**config.mk**
```make
export PLATFORM = sky130hd
export DESIGN_NAME = alu_issue_ctrl
export DESIGN_NICKNAME = d
export VERILOG_FILES = /design/src/rtl/alu_issue_ctrl.sv
export SDC_FILE = /design/constraint.sdc
export NUM_CORES = 1
export LEC_CHECK = 0
export BUFFER_PORTS_ARGS = -buffer_cell sky130_fd_sc_hd__buf_2
export CORE_MARGIN = 4
export CORE_UTILIZATION = 30
export DETAILED_ROUTE_END_ITERATION = 10
export GPL_ROUTABILITY_DRIVEN = 0
export HOLD_SLACK_MARGIN = 0.06
export PLACE_DENSITY_LB_ADDON = 0.15
export SLEW_MARGIN = 20
export SYNTH_ARGS = -nofsm -noshare
export SYNTH_HDL_FRONTEND = slang
export SYNTH_SLANG_ARGS = --single-unit
```
**constraint.sdc**
```tcl
create_clock -name clk_i -period 1.55 [get_ports clk_i]
set_clock_uncertainty 0.15 [all_clocks]
set_input_delay 0.2325 -clock clk_i [delete_from_list [all_inputs] [get_ports clk_i]]
set_output_delay 0.2325 -clock clk_i [all_outputs]
set_load 0.1 [all_outputs]
```
**src/rtl/alu_issue_ctrl.sv**
```systemverilog
// alu_issue_ctrl
//   Issue/writeback controller in front of a 32-bit MIPS ALU.
//   It accepts one instruction at a time and decodes it into an ALU function code
//   and operands. After one settle cycle it captures the ALU result and Z flag, then
//   holds a writeback/branch result until the consumer accepts it. It also owns
//   the HI/LO registers.
//
// Ports
//   clk_i           rising-edge clock
//   rst_ni          asynchronous active-low reset
//   in_valid_i      instruction/operands valid
//   in_ready_o      controller can accept an instruction (IDLE only)
//   instr_i         MIPS instruction word
//   rs_val_i        value of register rs
//   rt_val_i        value of register rt
//   alu_func_o      6-bit ALU function code
//   alu_a_o         ALU operand a
//   alu_b_o         ALU operand b
//   alu_result_i    ALU result (combinational from func/a/b)
//   alu_z_i         ALU zero flag
//   wb_valid_o      writeback/branch result valid
//   wb_ready_i      consumer accepts result
//   wb_we_o         register-file write enable
//   wb_rd_o         destination register
//   wb_data_o       write data
//   branch_taken_o  branch decision
//   illegal_o       unsupported encoding
module alu_issue_ctrl (
  input  logic        clk_i,
  input  logic        rst_ni,
  input  logic        in_valid_i,
  output logic        in_ready_o,
  input  logic [31:0] instr_i,
  input  logic [31:0] rs_val_i,
  input  logic [31:0] rt_val_i,
  output logic [5:0]  alu_func_o,
  output logic [31:0] alu_a_o,
  output logic [31:0] alu_b_o,
  input  logic [31:0] alu_result_i,
  input  logic        alu_z_i,
  output logic        wb_valid_o,
  input  logic        wb_ready_i,
  output logic        wb_we_o,
  output logic [4:0]  wb_rd_o,
  output logic [31:0] wb_data_o,
  output logic        branch_taken_o,
  output logic        illegal_o
);

  typedef enum logic [1:0] {S_IDLE, S_EXEC, S_WB} state_e;
  // BR_Z covers BGTZ/BLEZ: the ALU reports the condition through its Z flag.
  typedef enum logic [1:0] {BR_NONE, BR_EQ, BR_NE, BR_Z} br_e;

  state_e      state_q, state_d;
  br_e         br_q, br_d;
  logic        mov_q, mov_d;
  logic        hi_wr_q, hi_wr_d;
  logic        lo_wr_q, lo_wr_d;
  logic [31:0] hi_q, hi_d;
  logic [31:0] lo_q, lo_d;
  logic [5:0]  alu_func_q, alu_func_d;
  logic [31:0] alu_a_q, alu_a_d;
  logic [31:0] alu_b_q, alu_b_d;
  logic        wb_valid_q, wb_valid_d;
  logic        wb_we_q, wb_we_d;
  logic [4:0]  wb_rd_q, wb_rd_d;
  logic [31:0] wb_data_q, wb_data_d;
  logic        branch_taken_q, branch_taken_d;
  logic        illegal_q, illegal_d;

  // Instruction fields
  logic [5:0]  opcode, funct;
  logic [4:0]  rs_f, rt_f, rd_f, shamt;
  logic [15:0] imm;
  assign opcode = instr_i[31:26];
  assign rs_f   = instr_i[25:21];
  assign rt_f   = instr_i[20:16];
  assign rd_f   = instr_i[15:11];
  assign shamt  = instr_i[10:6];
  assign funct  = instr_i[5:0];
  assign imm    = instr_i[15:0];

  // Decoded instruction (valid while in_valid_i in IDLE)
  logic [5:0]  dec_func;
  logic [31:0] dec_a, dec_b;
  logic [4:0]  dec_rd;
  logic        dec_we, dec_ill, dec_hi, dec_lo, dec_mov;
  br_e         dec_br;

  always_comb begin
    dec_func = 6'b000000;
    dec_a    = 32'h0;
    dec_b    = 32'h0;
    dec_rd   = 5'd0;
    dec_we   = 1'b0;
    dec_ill  = 1'b0;
    dec_hi   = 1'b0;
    dec_lo   = 1'b0;
    dec_mov  = 1'b0;
    dec_br   = BR_NONE;
    unique case (opcode)
      6'b000000: begin
        dec_rd = rd_f;
        dec_we = 1'b1;
        unique case (funct)
          6'b100100, 6'b100101, 6'b100110, 6'b100111,
          6'b100000, 6'b100001, 6'b100010, 6'b100011,
          6'b101010, 6'b101011: begin
            dec_func = funct;
            dec_a    = rs_val_i;
            dec_b    = rt_val_i;
          end
          6'b000000: begin dec_func = 6'b000100; dec_a = rt_val_i; dec_b = {27'b0, shamt}; end
          6'b000010: begin dec_func = 6'b000110; dec_a = rt_val_i; dec_b = {27'b0, shamt}; end
          6'b000011: begin dec_func = 6'b000011; dec_a = rt_val_i; dec_b = {27'b0, shamt}; end
          6'b000100: begin dec_func = 6'b000100; dec_a = rt_val_i; dec_b = {27'b0, rs_val_i[4:0]}; end
          6'b000110: begin dec_func = 6'b000110; dec_a = rt_val_i; dec_b = {27'b0, rs_val_i[4:0]}; end
          6'b000111: begin dec_func = 6'b000011; dec_a = rt_val_i; dec_b = {27'b0, rs_val_i[4:0]}; end
          6'b010000: begin dec_func = 6'b010000; dec_a = hi_q; end
          6'b010010: begin dec_func = 6'b010010; dec_a = lo_q; end
          // MTHI/MTLO: rs rides in alu_a until the writeback handshake commits it.
          6'b010001: begin dec_func = 6'b100101; dec_a = rs_val_i; dec_we = 1'b0; dec_hi = 1'b1; end
          6'b010011: begin dec_func = 6'b100101; dec_a = rs_val_i; dec_we = 1'b0; dec_lo = 1'b1; end
          6'b001011: begin dec_func = 6'b100101; dec_a = rs_val_i; dec_mov = 1'b1; dec_we = (rt_val_i != 32'h0); end
          6'b001010: begin dec_func = 6'b100101; dec_a = rs_val_i; dec_mov = 1'b1; dec_we = (rt_val_i == 32'h0); end
          default:   begin dec_ill = 1'b1; dec_we = 1'b0; end
        endcase
      end
      6'b011100: begin
        dec_rd = rd_f;
        dec_we = 1'b1;
        dec_a  = rs_val_i;
        unique case (funct)
          6'b100001: dec_func = 6'b111000;
          6'b100000: dec_func = 6'b000111;
          default:   begin dec_ill = 1'b1; dec_we = 1'b0; dec_a = 32'h0; end
        endcase
      end
      6'b001000, 6'b001001, 6'b001010, 6'b001011: begin
        dec_rd = rt_f;
        dec_we = 1'b1;
        dec_a  = rs_val_i;
        dec_b  = {{16{imm[15]}}, imm};
        unique case (opcode[1:0])
          2'b00:   dec_func = 6'b100000;
          2'b01:   dec_func = 6'b100001;
          2'b10:   dec_func = 6'b101010;
          default: dec_func = 6'b101011;
        endcase
      end
      6'b001100, 6'b001101, 6'b001110: begin
        dec_rd = rt_f;
        dec_we = 1'b1;
        dec_a  = rs_val_i;
        dec_b  = {16'h0, imm};
        unique case (opcode[1:0])
          2'b00:   dec_func = 6'b100100;
          2'b01:   dec_func = 6'b100101;
          default: dec_func = 6'b100110;
        endcase
      end
      6'b001111: begin
        dec_rd   = rt_f;
        dec_we   = 1'b1;
        dec_func = 6'b100101;
        dec_b    = {imm, 16'h0};
      end
      6'b000100: begin dec_br = BR_EQ; dec_func = 6'b100010; dec_a = rs_val_i; dec_b = rt_val_i; end
      6'b000101: begin dec_br = BR_NE; dec_func = 6'b100010; dec_a = rs_val_i; dec_b = rt_val_i; end
      6'b000111: begin dec_br = BR_Z;  dec_func = 6'b110010; dec_a = rs_val_i; end
      6'b000110: begin dec_br = BR_Z;  dec_func = 6'b110110; dec_a = rs_val_i; end
      default:   dec_ill = 1'b1;
    endcase
  end

  always_comb begin
    state_d        = state_q;
    br_d           = br_q;
    mov_d          = mov_q;
    hi_wr_d        = hi_wr_q;
    lo_wr_d        = lo_wr_q;
    hi_d           = hi_q;
    lo_d           = lo_q;
    alu_func_d     = alu_func_q;
    alu_a_d        = alu_a_q;
    alu_b_d        = alu_b_q;
    wb_valid_d     = wb_valid_q;
    wb_we_d        = wb_we_q;
    wb_rd_d        = wb_rd_q;
    wb_data_d      = wb_data_q;
    branch_taken_d = branch_taken_q;
    illegal_d      = illegal_q;
    unique case (state_q)
      S_IDLE: begin
        if (in_valid_i) begin
          alu_func_d = dec_func;
          alu_a_d    = dec_a;
          alu_b_d    = dec_b;
          // wb_we/wb_rd/illegal may change early: they are only meaningful with wb_valid.
          wb_we_d    = dec_we && (dec_rd != 5'd0);
          wb_rd_d    = dec_rd;
          illegal_d  = dec_ill;
          br_d       = dec_br;
          mov_d      = dec_mov;
          hi_wr_d    = dec_hi;
          lo_wr_d    = dec_lo;
          state_d    = S_EXEC;
        end
      end
      S_EXEC: begin
        if (illegal_q)  wb_data_d = 32'h0;
        else if (mov_q) wb_data_d = alu_a_q;
        else            wb_data_d = alu_result_i;
        unique case (br_q)
          BR_EQ:   branch_taken_d = alu_z_i;
          BR_NE:   branch_taken_d = !alu_z_i;
          BR_Z:    branch_taken_d = alu_z_i;
          default: branch_taken_d = 1'b0;
        endcase
        wb_valid_d = 1'b1;
        state_d    = S_WB;
      end
      S_WB: begin
        if (wb_ready_i) begin
          wb_valid_d = 1'b0;
          if (hi_wr_q) hi_d = alu_a_q;
          if (lo_wr_q) lo_d = alu_a_q;
          state_d = S_IDLE;
        end
      end
      default: state_d = S_IDLE;
    endcase
  end

  always_ff @(posedge clk_i or negedge rst_ni) begin
    if (!rst_ni) begin
      state_q        <= S_IDLE;
      br_q           <= BR_NONE;
      mov_q          <= 1'b0;
      hi_wr_q        <= 1'b0;
      lo_wr_q        <= 1'b0;
      hi_q           <= 32'h0;
      lo_q           <= 32'h0;
      alu_func_q     <= 6'h0;
      alu_a_q        <= 32'h0;
      alu_b_q        <= 32'h0;
      wb_valid_q     <= 1'b0;
      wb_we_q        <= 1'b0;
      wb_rd_q        <= 5'd0;
      wb_data_q      <= 32'h0;
      branch_taken_q <= 1'b0;
      illegal_q      <= 1'b0;
    end else begin
      state_q        <= state_d;
      br_q           <= br_d;
      mov_q          <= mov_d;
      hi_wr_q        <= hi_wr_d;
      lo_wr_q        <= lo_wr_d;
      hi_q           <= hi_d;
      lo_q           <= lo_d;
      alu_func_q     <= alu_func_d;
      alu_a_q        <= alu_a_d;
      alu_b_q        <= alu_b_d;
      wb_valid_q     <= wb_valid_d;
      wb_we_q        <= wb_we_d;
      wb_rd_q        <= wb_rd_d;
      wb_data_q      <= wb_data_d;
      branch_taken_q <= branch_taken_d;
      illegal_q      <= illegal_d;
    end
  end

  assign in_ready_o     = (state_q == S_IDLE);
  assign alu_func_o     = alu_func_q;
  assign alu_a_o        = alu_a_q;
  assign alu_b_o        = alu_b_q;
  assign wb_valid_o     = wb_valid_q;
  assign wb_we_o        = wb_we_q;
  assign wb_rd_o        = wb_rd_q;
  assign wb_data_o      = wb_data_q;
  assign branch_taken_o = branch_taken_q;
  assign illegal_o      = illegal_q;

endmodule

```
-- Word level (Yosys, flattened, before mapping)
Cells that the tools add are included.
- bits in registers: 182
- bits in latches: 0
- RAM bits: 0
- ROM bits: 0
- output and inout port bits: 112
- logic and storage cells: 128
- memories: 0
- add/subtract/negate cells: 0
- multipliers: 0
- divide/modulo/power cells: 0
- order comparisons: 0
- equality and inequality tests: 43
- shifts and indexed selects: 0
- mux-type cells: 32
- bitwise operators: 0
- reduce and logical (&&, ||, !) cells: 37
- operators by type and width (cell ; number):
    case mux 32 bit (3 select lines) ; 2
    case mux 32 bit (5 select lines) ; 1
    case mux 32 bit (4 select lines) ; 1
    two-way mux 32 bit ; 3
    == test 6 x 4 -> 1 bit (second input constant) ; 10
    == test 6 bit (second input constant) ; 10
    case mux 6 bit (8 select lines) ; 1
    == test 6 x 3 -> 1 bit (second input constant) ; 7
    case mux 6 bit (7 select lines) ; 1
    logical NOT 32 bit ; 1
    nonzero test 32 bit ; 1
    == test 6 x 5 -> 1 bit (second input constant) ; 5
    OR reduction 22 bit ; 1
    OR reduction 18 bit ; 1
    OR reduction 2 bit ; 9
    OR reduction 14 bit ; 1
    == test 6 x 2 -> 1 bit (second input constant) ; 2
    logical NOT 6 bit ; 2
    case mux 2 bit (3 select lines) ; 2
    case mux 4 bit (3 select lines) ; 1
    case mux 6 bit (2 select lines) ; 1
    OR reduction 12 bit ; 1
    OR reduction 11 bit ; 1
    two-way mux 1 bit ; 10
    other kinds (20) ; 37

-- Logic depth before layout (Yosys ltp)
- depth after elaboration: 5
- depth in mapped cells: 8
- mapped depth without buffers: 6

-- Least setup slack after synthesis
OpenSTA, ideal clock, no wires.
- kind: register to register
- start point: register state_q[1]
- end point: register alu_b_q[2] (netlist: alu_b_o[2])
- setup time: 0.082 ns
- arrival: 2.855 ns
- data required time: 1.318 ns
- slack: -1.537 ns
- cell stages (with the launch flop): 8
- buffers on the path: 2
- cell sequence: dfrtp_1 -> nor2_1 -> nand2_1 -> inv_1 -> clkbuf_1 -> buf_1 -> nor2_1 -> a31oi_1
- longest elaborated chain between the ends: 2
- RTL lines (element ; RTL line ; text):
    start: declaration ; 54 ; state_e state_q, state_d;
    start signal: assignment ; 254 ; state_q <= state_d;
    logical NOT 2 bit ; n/a ;
    named net in_ready_o ; 32 ; output logic in_ready_o,
    AND reduction 2 bit (no source line) ; n/a ;
    end signal: assignment ; 263 ; alu_b_q <= alu_b_d;
    end: declaration ; 63 ; logic [31:0] alu_b_q, alu_b_d;
The timed path passes the listed nets, and every way through them passes these cells.
A chain may end at the register's enable or synchronous reset.

-- Final worst setup path
- start point: register state_q[0]
- end point: register hi_q[7]
- longest elaborated chain between the ends: 2
- RTL lines (element ; RTL line ; text):
    == test 2 bit ; 193 ; unique case (state_q)
    AND reduction 3 bit (no source line) ; n/a ;
    end signal: assignment ; 259 ; hi_q <= hi_d;
    end: declaration ; 59 ; logic [31:0] hi_q, hi_d;
No other way between the ends.

==> results.py <==
metrics = {
    "min_path": {
        "min_path_type": "input pin to flop",
    },
    "power": {
        "p_per_area_nw_per_um2": 1450,
        "leakagePower_uw": 0.00712,
        "vdd_ir_drop_max_v": 0.00149,
    },
    "cts": {
        "cts_buffer_depth": 2,
        "numCtsBuffers": 17,
        "root_buffer": "clkbuf_16",
        "cts_max_level": 4,
        "cts_sinks": 182,
        "cts_tree": "yes",
        "clk_latency_ns": 0.44,
        "clk_pin_slew_ns": 0.07,
    },
    "synth": {
        "synth-edff-count": 0,
        "synth_top_area_share": 0.507,
        "synth_top_cells_by_area": "dfrtp_1, mux2_2, nand2_1",
        "avgSynthCellArea_sq_um": 10.7,
        "syn-num-nets": 976,
        "syn-cell-area_sq_um": 8990,
        "ys_types": 58,
        "ys_ff_latch": 182,
        "yosysTopAreaCell": "dfrtp_1",
        "yosysWarnings": 0,
        "synthArstFlopShare": 1.00,
        "yosysSeqAreaShare": 0.507,
        "synthCells": 843,
        "synth-main-ff-cell": "dfrtp_1",
    },
    "floorplan": {
        "ios": 245,
        "die_w_microns": 181,
        "dieArea_sq_um": 32800,
        "die_y_microns": 181,
        "start_util": 0.304,
        "fp-row-count": 63,
        "coreArea_sq_um": 29600,
    },
    "grt": {
        "grt_max_degree": 58,
        "grt_pass1_wl_microns": 58800,
        "grt_pass1_vias": 9366,
        "grt_use_met2": 0.378,
        "grt_antenna_before_repair": 2,
        "gr-max-usage-layer": "met2",
        "met3_usage": 0.0507,
        "grt_usage": 0.233,
        "grt_overflow": 0,
        "use_met1": 0.319,
    },
    "sta": {
        "fin_crit_sh": 1.11,
        "max_freq_mhz": 582,
        "grt_setup_unrepaired": "yes",
        "final_hold_viol_count": 0,
        "setup_slack_ns": -0.168,
        "slew_viol_final": 0,
        "min_period_ns": 1.72,
        "worstMarginPinSlew_ns": 0.535,
        "setup_tns_ns": -16.43,
        "hold_slack_ns": 0.0574,
        "setup_viol": 170,
        "relSlewSlack": 0.643,
    },
    "routing": {
        "drtIter0Drc": 783,
        "vias": 8992,
        "drtPass1Iterations": 5,
        "drc_errors": 0,
        "detail_route.vias_per_cell": 5.31,
        "wl_per_cell_microns": 23.5,
        "drtAntennaViolNets": 0,
        "routed_wl_microns": 39900,
    },
    "critical_path": {
        "path_class": "flop to flop",
        "cpPeakStageDelay_ns": 0.42,
        "critical_path_required_ns": 1.72,
        "cp_max_fo": 6,
        "critPathSlowestCell": "dfrtp_1",
        "end_kind": "flop",
        "cp.arrival_ns": 1.89,
        "critPathLaunchType": "flop",
        "crit_chain": "nand2b_4, nor2_4, buf_6, nand2_8, clkbuf_16, mux2_2",
    },
    "final_layout": {
        "syn2layout_area_growth_pct": 76.6,
        "nNetsFinal": 1423,
        "drive_gt1_frac": 0.556,
    },
    "outcome": {
        "status": "finished with violations",
        "violations": "negative setup slack",
    },
    "run": {
        "drv_cap": 0,
    },
    "place": {
        "portBuffers": 239,
        "hpwl_microns": 26900,
    },
}
[path summary, 6_finish.rpt]
path                                     from             to  slack, ns  cells past startpoint
worst max-delay path               state_q[0]        hi_q[7]      -0.17                      6
min in group asynchronous              rst_ni       lo_q[25]       0.24                      3
worst min-delay path             rt_val_i[20]    alu_a_o[20]       0.06                      4
max in group asynchronous              rst_ni   wb_data_o[4]       0.31                      3
worst max register to register     state_q[0]        hi_q[7]      -0.17                      6
worst min register to register  wb_data_o[19]  wb_data_o[19]       0.33                      2
[metal layers]
layer / part of all wire / wire, microns
met5: 0.00045 / 18
met4: 0.024 / 971
met3: 0.063 / 2520
met2: 0.48 / 19100
met1: 0.43 / 17300
[cell families after synthesis]
| logic type | after synthesis | share of synthesized area |
|---|---|---|
| flip-flops | 182 | 0.507 |
| buffers and inverters | 78 | 0.0405 |
| multiplexers | 132 | 0.161 |
| AND/OR/NAND/NOR | 198 | 0.104 |
| AO/OA/AOI/OAI | 253 | 0.188 |
[placed cells by master (no fill, tap or decap), drive strengths merged, types with 2 or more instances in the layout]
cell         Yosys  layout
clkinv           0       2
and2             3       3
nand4            5       5
or3              2       2
a21o             3       3
or4              2       2
mux2i           32      32
a222oi           5       5
nand2          116     116
dlygate4sd3      0      84
clkinvlp         0       2
a31oi            5       5
nand3            4       4
a22oi           43      43
nand3b           3       3
a21oi           10      10
buf             35     407
dfrtp          182     182
mux2           100     100
a221oi          22      22
a22o            32      32
a32oi            4       4
nand2b           7       7
nor3             5       5
nor3b            3       3
inv              7      17
and3             2       2
nor4            10      10
clkbuf          36      25
nor2            26      26
o31ai            3       3
o21ai          116     116
or2              3       3
[flip-flops by register name, summed over array words and instances (netlist names)]
| signal | count |
|---|---|
| wb_rd_o | 5 |
| wb_valid_o | 1 |
| hi_q | 32 |
| alu_a_o | 32 |
| illegal_o | 1 |
| mov_q | 1 |
| wb_data_o | 32 |
| alu_b_o | 32 |
| branch_taken_o | 1 |
| wb_we_o | 1 |
| lo_q | 32 |
| alu_func_o | 6 |
| lo_wr_q | 1 |
| state_q | 2 |
| hi_wr_q | 1 |
| br_q | 2 |
[critical path, delay by kind of cell, from the launching register on]
| kind | cells | cell delay, ns |
|---|---|---|
| multiplexers | 1 | 0.27 |
| AND/OR/NAND/NOR | 3 | 0.40 |
| flip-flops | 1 | 0.42 |
| buffers and inverters | 2 | 0.35 |
[synthesized netlist by cell type (all sizes together), types with 10 or more instances]
cell,count
mux2i,32
a22oi,43
a22o,32
dfrtp,182
nand2,116
a21oi,10
nor4,10
mux2,100
a221oi,22
o21ai,116
clkbuf,36
nor2,26
buf,35
[stage by stage]
stage          power, uW  utilization  area (sq um)  worst slack [ns]  std cells
2_1_floorplan      12500            -          9130            -0.406        843
3_3_place_gp       16300        0.434         12800            -0.465       1539
3_5_place_dp       16300        0.434         12800            -0.484       1539
4_1_cts            22500        0.518         15300            -0.173       1684
5_1_grt            23700        0.537         15900            -0.213       1694
6_report           22900        0.537         15900            -0.168       1694
[timing repair]
action,4_1_cts,5_1_grt
setup endpoints to repair,224,190
resized for setup,207,137
cloned,17,7
pin swaps,36,37
hold buffers,83,1
setup buffers,13,6
hold endpoints to repair,267,1
[final cells by class]
type | instances | area, sq um
Inverter | 7 | 30.0
Tap cell | 390 | 488
Multi-Input combinational cell | 583 | 4720
Timing Repair Buffer | 499 | 5480
Sequential cell | 182 | 4600
Clock buffer | 18 | 429
Fill cell | 2588 | 13700
Antenna cell | 1 | 2.50
Clock inverter | 14 | 130
[where the power goes]
part / internal (uW) / switching (uW) / leakage (uW)
Combinational: 4400 / 7790 / 0.00442
Clock: 2140 / 2170 / 0.000276
Sequential: 5480 / 957 / 0.00242
Power figures use the tool's default switching activity.
